<file path="src/rtl/fixedp_div.sv">
// Pipelined signed fixed-point restoring divider, q = a / b, one quotient bit per stage.
// Build option: FIXEDP_DIV_SAT_EN clamps overflowing quotients instead of wrapping them.
module fixedp_div #(
  parameter int WIDTH = 16,
  parameter int SCALE = 10,
  parameter int LAT   = WIDTH + SCALE
) (
  input  logic             clk,
  input  logic             reset,
  input  logic             in_valid,
  input  logic [WIDTH-1:0] a,
  input  logic [WIDTH-1:0] b,
  output logic             out_valid,
  output logic [WIDTH-1:0] q,
  output logic             div_zero
);

  localparam int RW = WIDTH + 1;
  // Without saturation the top SCALE quotient bits are never looked at, so those stages skip storing them.
`ifdef FIXEDP_DIV_SAT_EN
  localparam int DROP = 0;
`else
  localparam int DROP = SCALE;
`endif
  localparam int QW = LAT - DROP;
  localparam logic [WIDTH-1:0] L_MAX = {1'b0, {(WIDTH-1){1'b1}}};
  localparam logic [WIDTH-1:0] L_MIN = {1'b1, {(WIDTH-1){1'b0}}};

  logic [WIDTH-1:0] w_mag_a, w_mag_b;
  logic [RW-1:0]    w_abs_b;
  logic [LAT-1:0]   w_num0;

  assign w_mag_a = a[WIDTH-1] ? -a : a;
  assign w_mag_b = b[WIDTH-1] ? -b : b;
  assign w_abs_b = {1'b0, w_mag_b};
  assign w_num0  = {w_mag_a, {SCALE{1'b0}}};

  genvar gi;
  generate
    for (gi = 0; gi < LAT; gi++) begin : g_stage
      localparam int IW = LAT - ((gi < DROP) ? gi : DROP);
      localparam int OW = (gi < DROP) ? IW - 1 : IW;

      logic          r_valid, r_sign, r_dz, r_aneg;
      logic [OW-1:0] r_nq;
      logic [IW-1:0] w_nq_in;
      logic [RW-1:0] w_rem_in, w_div_in;
      logic          w_v_in, w_sign_in, w_dz_in, w_aneg_in;
      logic [RW:0]   w_sh;
      logic          w_ge;

      if (gi == 0) begin : g_first
        assign w_nq_in   = w_num0;
        assign w_rem_in  = '0;
        assign w_div_in  = w_abs_b;
        assign w_v_in    = in_valid;
        assign w_sign_in = a[WIDTH-1] ^ b[WIDTH-1];
        assign w_dz_in   = (b == '0);
        assign w_aneg_in = a[WIDTH-1];
      end else begin : g_link
        assign w_nq_in   = g_stage[gi-1].r_nq;
        assign w_rem_in  = g_stage[gi-1].g_carry.r_rem;
        assign w_div_in  = g_stage[gi-1].g_carry.r_div;
        assign w_v_in    = g_stage[gi-1].r_valid;
        assign w_sign_in = g_stage[gi-1].r_sign;
        assign w_dz_in   = g_stage[gi-1].r_dz;
        assign w_aneg_in = g_stage[gi-1].r_aneg;
      end

      // Dividend bits leave from the top of r_nq while quotient bits enter at the bottom.
      assign w_sh = {w_rem_in, w_nq_in[IW-1]};
      assign w_ge = (w_sh >= {1'b0, w_div_in});

      always_ff @(posedge clk or negedge reset) begin
        if (!reset) r_valid <= 1'b0;
        else        r_valid <= w_v_in;
      end

      always_ff @(posedge clk) begin
        r_sign <= w_sign_in;
        r_dz   <= w_dz_in;
        r_aneg <= w_aneg_in;
      end

      if (gi < DROP) begin : g_drop
        always_ff @(posedge clk) r_nq <= w_nq_in[IW-2:0];
      end else begin : g_keep
        always_ff @(posedge clk) r_nq <= {w_nq_in[IW-2:0], w_ge};
      end

      if (gi < LAT - 1) begin : g_carry
        logic [RW-1:0] r_rem, r_div;
        logic [RW-1:0] w_diff;
        assign w_diff = w_sh[RW-1:0] - w_div_in;
        always_ff @(posedge clk) begin
          r_rem <= w_ge ? w_diff : w_sh[RW-1:0];
          r_div <= w_div_in;
        end
      end
    end
  endgenerate

  logic [QW-1:0]    w_qm;
  logic [WIDTH-1:0] w_sres, w_qres;
  logic             w_v_last, w_sign_last, w_dz_last, w_aneg_last;

  assign w_qm        = g_stage[LAT-1].r_nq;
  assign w_v_last    = g_stage[LAT-1].r_valid;
  assign w_sign_last = g_stage[LAT-1].r_sign;
  assign w_dz_last   = g_stage[LAT-1].r_dz;
  assign w_aneg_last = g_stage[LAT-1].r_aneg;
  assign w_sres      = w_sign_last ? -w_qm[WIDTH-1:0] : w_qm[WIDTH-1:0];

`ifdef FIXEDP_DIV_SAT_EN
  localparam logic [QW-1:0] L_NEG_LIM = {{(QW-WIDTH){1'b0}}, 1'b1, {(WIDTH-1){1'b0}}};
  localparam logic [QW-1:0] L_POS_LIM = L_NEG_LIM - 1'b1;
  logic w_ovf;
  assign w_ovf = w_sign_last ? (w_qm > L_NEG_LIM) : (w_qm > L_POS_LIM);
`endif

  always_comb begin
    w_qres = w_sres;
`ifdef FIXEDP_DIV_SAT_EN
    if (w_ovf) w_qres = w_sign_last ? L_MIN : L_MAX;
`endif
    if (w_dz_last) w_qres = w_aneg_last ? L_MIN : L_MAX;
  end

  always_ff @(posedge clk or negedge reset) begin
    if (!reset) begin
      out_valid <= 1'b0;
      q         <= '0;
      div_zero  <= 1'b0;
    end else begin
      out_valid <= w_v_last;
      if (w_v_last) begin
        q        <= w_qres;
        div_zero <= w_dz_last;
      end
    end
  end

endmodule
</file>
<file path="config.mk">
export PLATFORM = sky130hd
export DESIGN_NAME = fixedp_div
export DESIGN_NICKNAME = d
export VERILOG_FILES = /design/src/rtl/fixedp_div.sv
export SDC_FILE = /design/constraint.sdc
export NUM_CORES = 2
export LEC_CHECK = 0
export ABC_AREA = 0
export BUFFER_PORTS_ARGS = -buffer_cell sky130_fd_sc_hd__clkbuf_2
export CAP_MARGIN = 0
export CORE_MARGIN = 5
export CORE_UTILIZATION = 40
export CTS_CLUSTER_SIZE = 10
export DETAILED_ROUTE_END_ITERATION = 16
export PLACE_DENSITY_LB_ADDON = 0.12
export SLEW_MARGIN = 5
export SYNTH_ARGS = -nofsm -noshare
export SYNTH_HDL_FRONTEND = slang
export SYNTH_SLANG_ARGS = --single-unit
</file>
<file path="constraint.sdc">
create_clock -name clk -period 3.13 [get_ports clk]
set_input_delay 0 -clock clk [delete_from_list [all_inputs] [get_ports clk]]
set_output_delay 0 -clock clk [all_outputs]
set_load 0.01 [all_outputs]
</file>
# [Yosys cells after proc, flatten, opt, wreduce, memory -nomap -nowiden]
# Index checks and enable logic that the tools add are counted.
[totals] register_bits=1203 latch_bits=0 ramBits=0 rom_bits=0 out_inout_bits=18 elab_cells=279 mem_count=0
[classes] add_sub_neg=28 multipliers=0 div_mod_pow=0 n_lt_le_gt_ge=26 n_eq_ne=0 shift=0 mux=30 n_bitwise=1 reduce_logical=1
[ops] op=">= comparator 18 x 16 -> 1 bit" count=25
[ops] op="two-way mux 17 bit" count=24
[ops] op="subtractor 17 x 16 -> 17 bit" count=24
[ops] op="two-way mux 16 bit" count=5
[ops] op="negator 16 bit" count=3
[ops] op="subtractor 1 x 16 -> 17 bit" count=1
[ops] op=">= comparator 1 x 16 -> 1 bit" count=1
[ops] op="logical NOT 16 bit" count=1
[ops] op="two-way mux 1 bit" count=1
[ops] op="XOR 1 bit" count=1

# [Depth between registers and ports, before layout]
[logic_depth] ltp_word=4 depth_mapped=15

# [Worst setup path after synthesis]
# OpenSTA, ideal clock, no wires.
[synth_timing] path_kind="reg2reg" start="register g_stage[10].r_nq[15]" end="register g_stage[11].g_carry.r_rem[10]" setup_time_ps=121 arrival_ps=3228 required_time_ps=3009 setup_slack_ps=-220 stages_incl_launch_ff=15 n_path_buf=1 synth_period_minus_slack_ps=3350 cell_sequence="dfxtp_1 > inv_1 > ha_1 > inv_1 > fa_1 > a21o_1 > a221oi_2 > o21ai_2 > a31oi_4 > o21ai_2 > a311o_1 > a21o_1 > nor4_4 > buf_8 > mux2_4"
[synth_via] elab_chain_len=2
[synth_lines] element="start, declared" line_no="45" text="logic [OW-1:0] r_nq;"
[synth_lines] element="start signal, assigned" line_no="88" text="always_ff @(posedge clk) r_nq <= {w_nq_in[IW-2:0], w_ge};"
[synth_lines] element="subtractor 17 x 16 -> 17 bit or >= comparator 18 x 16 -> 1 bit (tied branches)" line_no="94, 72"
[synth_lines] element="two-way mux 17 bit *" line_no="96" text="r_rem <= w_ge ? w_diff : w_sh[RW-1:0];"
[synth_lines] element="end signal, assigned" line_no="96"
[synth_lines] element="end, declared" line_no="92" text="logic [RW-1:0] r_rem, r_div;"
# Every way passes the cells marked *; elsewhere a longest branch is shown, timed or not.
# A chain may end at the register's enable or synchronous reset.

# [Worst setup path after layout]
[layout_timing] start="register g_stage[10].r_nq[15]" end="register g_stage[11].g_carry.r_rem[4]"
# The elaborated chain is that of the path after synthesis.

==> flow_metrics.tcl <==
set metrics [dict create \
    number_of_antenna_violations_at_the_first_check_in_global_routing 2 \
    numPlacedInstances 6562 \
    timing.hold.ws_ns 0.152 \
    max-cap-violations 0 \
    nNetsFinal 5667 \
    finalHoldViolations 0 \
    post_route_cells_drive_above_1_share 0.131 \
    worstMarginPinSlew_ns 0.933 \
    number_of_synthesized_flops_with_an_enable_pin 0 \
    synth_sequential_area_ratio 0.497 \
    postLayoutSetupSlackWorst_ns -0.118 \
    met1_grt_util 0.203 \
    synth_nets 5288 \
    gr-max-usage-layer "met2" \
    yosys_register_bits 1203 \
    ant_nets 0 \
    route.detailed.wl_per_inst_um 15.1 \
    syn_to_final_growth_pct 18.4 \
    globalRouteMet2Util 0.271 \
    crit_path_end_kind "flip-flop" \
    cts_buffers 146 \
    clk_path_buf_depth 3 \
    max-slew-margin-rel 0.374 \
    synth.yosys.warnings 0 \
    clock_tree_from_tritoncts "done" \
    firstDrtPassIters 5 \
    portBuffers 52 \
    fillcell_total 11400 \
    finClkSkew_ns 0.0320 \
    globalRouteTotalUtil 0.159 \
    fmaxAchievable_mhz 308 \
    grt_max_degree 45 \
    cts_htree_levels 4 \
    start_util 0.402 \
    die_width_um 360 \
    power_leakage_nw 26.3 \
    path_class "flip-flop to flip-flop" \
    final.setup.tns_ns -1.48 \
    power-per-cell-area_nw_per_um2 1080 \
    wire_length_of_the_first_global_routing_pass_um 169000 \
    ys_types 83 \
    die-height_um 360 \
    die_area_um2 129000 \
    synth_ff_type "sky130_fd_sc_hd__dfxtp_1" \
    fp.coreArea_um2 122000 \
    final.min_clock_period_ns 3.25 \
    grt_met3_use 0.0307 \
    n_antenna_cell 0 \
    holdCritPathClass "primary input to flip-flop" \
    grt_setup_unrepaired "true" \
    finalCritPeriodShare 1.04 \
    final-instance-count-excl-fill 6897 \
    footprint_of_the_flip_flops_and_latches_um2 24300 \
    syn_inst 4825 \
    drcViolationCount 0 \
    io-pin-count 53 \
    grt-ovfl-total 0 \
    result_of_the_run "finished, violations left" \
    critPathArrivalTime_ns 3.87 \
    dp.final_hpwl_um 78900 \
    yosys.area_share.adder 0.113 \
    cts_sinks 1203 \
    timing.critical_path.fanout_max 4 \
    wirelength_um 104000 \
    worst-endpoint-required_ns 3.75 \
    violations "setup timing" \
    later_pin_clock_latency_in_the_skew_report_ns 0.75 \
    cts.root.buffer_cell "sky130_fd_sc_hd__clkbuf_16" \
    clk_pin_slew_worst_paths_ns 0.05 \
    post_synth_xor_area_fraction 0.0636 \
    synthArstFlopShare 0.0366 \
    final-max-slew-violation-count 0 \
    ir_drop_v 0.000659 \
    netlist_area_um2 48900 \
    synth.area.mux_share 0.0464 \
    total_area_of_multi_input_combinational_cells_um2 22500 \
    post-layout-total-power_mw 62.4 \
    setup_violations 15 \
    placementRows 128 \
    worstSetupStartpointType "flip-flop" \
    pre_cts_setup_slack_ns -0.206 \
    gpl.final_weighted_congestion 0.808 \
    simple_gate_share_of_the_synthesized_area 0.0971 \
    first_global_vias 33100 \
    route.detailed.vias_per_inst 4.80 \
    largest_family_of_logic_cells_by_synthesized_area "compound AO/OA/AOI/OAI gates" \
    dr.first_iter.drc_count 1445 \
    synthesis.area_per_instance_um2 10.1 \
    vias 33100 \
    synth_compound_gate_area_share 0.135 \
]
[synthesized netlist by cell type (all sizes together) (69+ instances only)]
library cell  count  share of area
a21o            157          0.024
a21oi           351          0.036
dfxtp          1159           0.47
ha              404           0.10
inv             549          0.042
mux2            188          0.044
nand2           241          0.019
nand3            69         0.0071
nand4            70         0.0090
nor2            275          0.021
nor3             86         0.0090
o21ai           229          0.024
xnor2           248          0.044
xor2            107          0.019
[area by class of cell]
type / instances / share of cell area
Inverter: 549 / 0.0356
Tap cell: 1625 / 0.0351
Multi-Input combinational cell: 3008 / 0.390
Clock inverter: 19 / 0.00363
Clock buffer: 197 / 0.0700
Sequential cell: 1203 / 0.420
Timing Repair Buffer: 296 / 0.0458
[through the flow]
| stage | util | area [um2] |
|---|---|---|
| final | 0.476 | 57900 |
| after global routing | 0.476 | 57900 |
| after CTS | 0.473 | 57500 |
| after detailed placement | 0.429 | 52100 |
| after global placement | 0.429 | 52100 |
| after floorplan | - | 48900 |
[timing repair]
action                                  4_1_cts  5_1_grt
buffers inserted                             22       13
endpoints found under the setup margin       52      244
gates cloned                                  2        4
pin swaps                                     8       29
hold buffers                                 78        0
gates resized for setup                      20       63
hold endpoints to repair                     96        0
[sequential cells by signal (all words and copies together) (netlist names)]
signal and count:
g_stage.r_dz 25, g_stage.w_dz_in 1, g_stage.r_sign 25, g_stage.r_aneg 25, g_stage.w_v_in 1, g_stage.r_valid 25, out_valid 1, g_stage.g_carry.r_rem 408
g_stage.g_carry.r_div 384, div_zero 1, g_stage.w_aneg_in 1, q 16, g_stage.w_rem_in 17, g_stage.r_nq 250, g_stage.w_div_in 16, g_stage.w_nq_in 6
g_stage.w_sign_in 1
[power breakdown]
| group | switching, mW | leakage, nW | internal, mW |
|---|---|---|---|
| combinational | 12.6 | 14.0 | 12.9 |
| sequential | 2.28 | 10.2 | 19.5 |
| clock | 6.08 | 2.09 | 9.04 |
| total | 21.0 | 26.3 | 41.4 |
[cells in the final DEF (no fill, tap or decap), types with 34 or more instances in the layout]
cell type and count:
sky130_fd_sc_hd__a21o_1 155, sky130_fd_sc_hd__a21oi_1 346, sky130_fd_sc_hd__buf_4 135, sky130_fd_sc_hd__clkbuf_1 35
sky130_fd_sc_hd__clkbuf_16 153, sky130_fd_sc_hd__clkbuf_2 52, sky130_fd_sc_hd__dfrtp_1 44, sky130_fd_sc_hd__dfxtp_1 1154
sky130_fd_sc_hd__dlygate4sd3_1 77, sky130_fd_sc_hd__ha_1 400, sky130_fd_sc_hd__inv_1 543, sky130_fd_sc_hd__mux2_2 177
sky130_fd_sc_hd__nand2_1 241, sky130_fd_sc_hd__nand2b_1 54, sky130_fd_sc_hd__nand3_1 69, sky130_fd_sc_hd__nand4_1 70
sky130_fd_sc_hd__nor2_1 274, sky130_fd_sc_hd__nor2b_1 63, sky130_fd_sc_hd__nor3_1 84, sky130_fd_sc_hd__o21a_1 34
sky130_fd_sc_hd__o21ai_0 213, sky130_fd_sc_hd__o21bai_1 35, sky130_fd_sc_hd__xnor2_1 248, sky130_fd_sc_hd__xor2_1 107
[path summary, 6_finish.rpt]
path | cells after the start | end | from | slack (ns)
worst min-delay path | 3 | g_stage[0].r_dz | b[12] | 0.15
max in group asynchronous | 4 | g_stage[1].r_valid | reset | 2.56
min in group asynchronous | 4 | q[0] | reset | 0.36
worst min register to register | 0 | g_stage[2].r_aneg | g_stage[1].r_aneg | 0.31
worst max-delay path | 15 | g_stage[11].g_carry.r_rem[4] | g_stage[10].r_nq[15] | -0.12
worst max register to register | 15 | g_stage[11].g_carry.r_rem[4] | g_stage[10].r_nq[15] | -0.12
[metal layers]
| metal | share of wire | vias up | wire length (um) |
|---|---|---|---|
| met2 | 0.47 | 470 | 48600 |
| met1 | 0.47 | 15200 | 48800 |
| met4 | 0.027 | 0 | 2760 |
| li1 | - | 17300 | - |
| met5 | 0 | - | 0 |
| met3 | 0.036 | 194 | 3740 |
[worst max-delay path: stages, from the launching register on]
cell and delay, ns:
sky130_fd_sc_hd__dfxtp_2 0.31, sky130_fd_sc_hd__inv_2 0.07, sky130_fd_sc_hd__ha_4 0.13, sky130_fd_sc_hd__inv_2 0.03
sky130_fd_sc_hd__fa_2 0.33, sky130_fd_sc_hd__a21o_1 0.20, sky130_fd_sc_hd__a221oi_4 0.28, sky130_fd_sc_hd__o21ai_2 0.12
sky130_fd_sc_hd__a31oi_4 0.21, sky130_fd_sc_hd__o21ai_2 0.07, sky130_fd_sc_hd__a311o_1 0.36, sky130_fd_sc_hd__a21o_1 0.21
sky130_fd_sc_hd__nor4_4 0.15, sky130_fd_sc_hd__buf_4 0.19, sky130_fd_sc_hd__clkbuf_16 0.15, sky130_fd_sc_hd__mux2_4 0.29
[kinds of logic (layout without fill, tap and decap cells)]
logic type	after synthesis	in the layout
flip-flops	1203	1203
AO/OA/AOI/OAI	1043	1043
AND/OR/NAND/NOR	982	982
buffers and inverters	614	1061
adder cells (fa/ha/maj)	428	428
XOR/XNOR	355	355
multiplexers	200	200
Power figures use the tool's default switching activity.
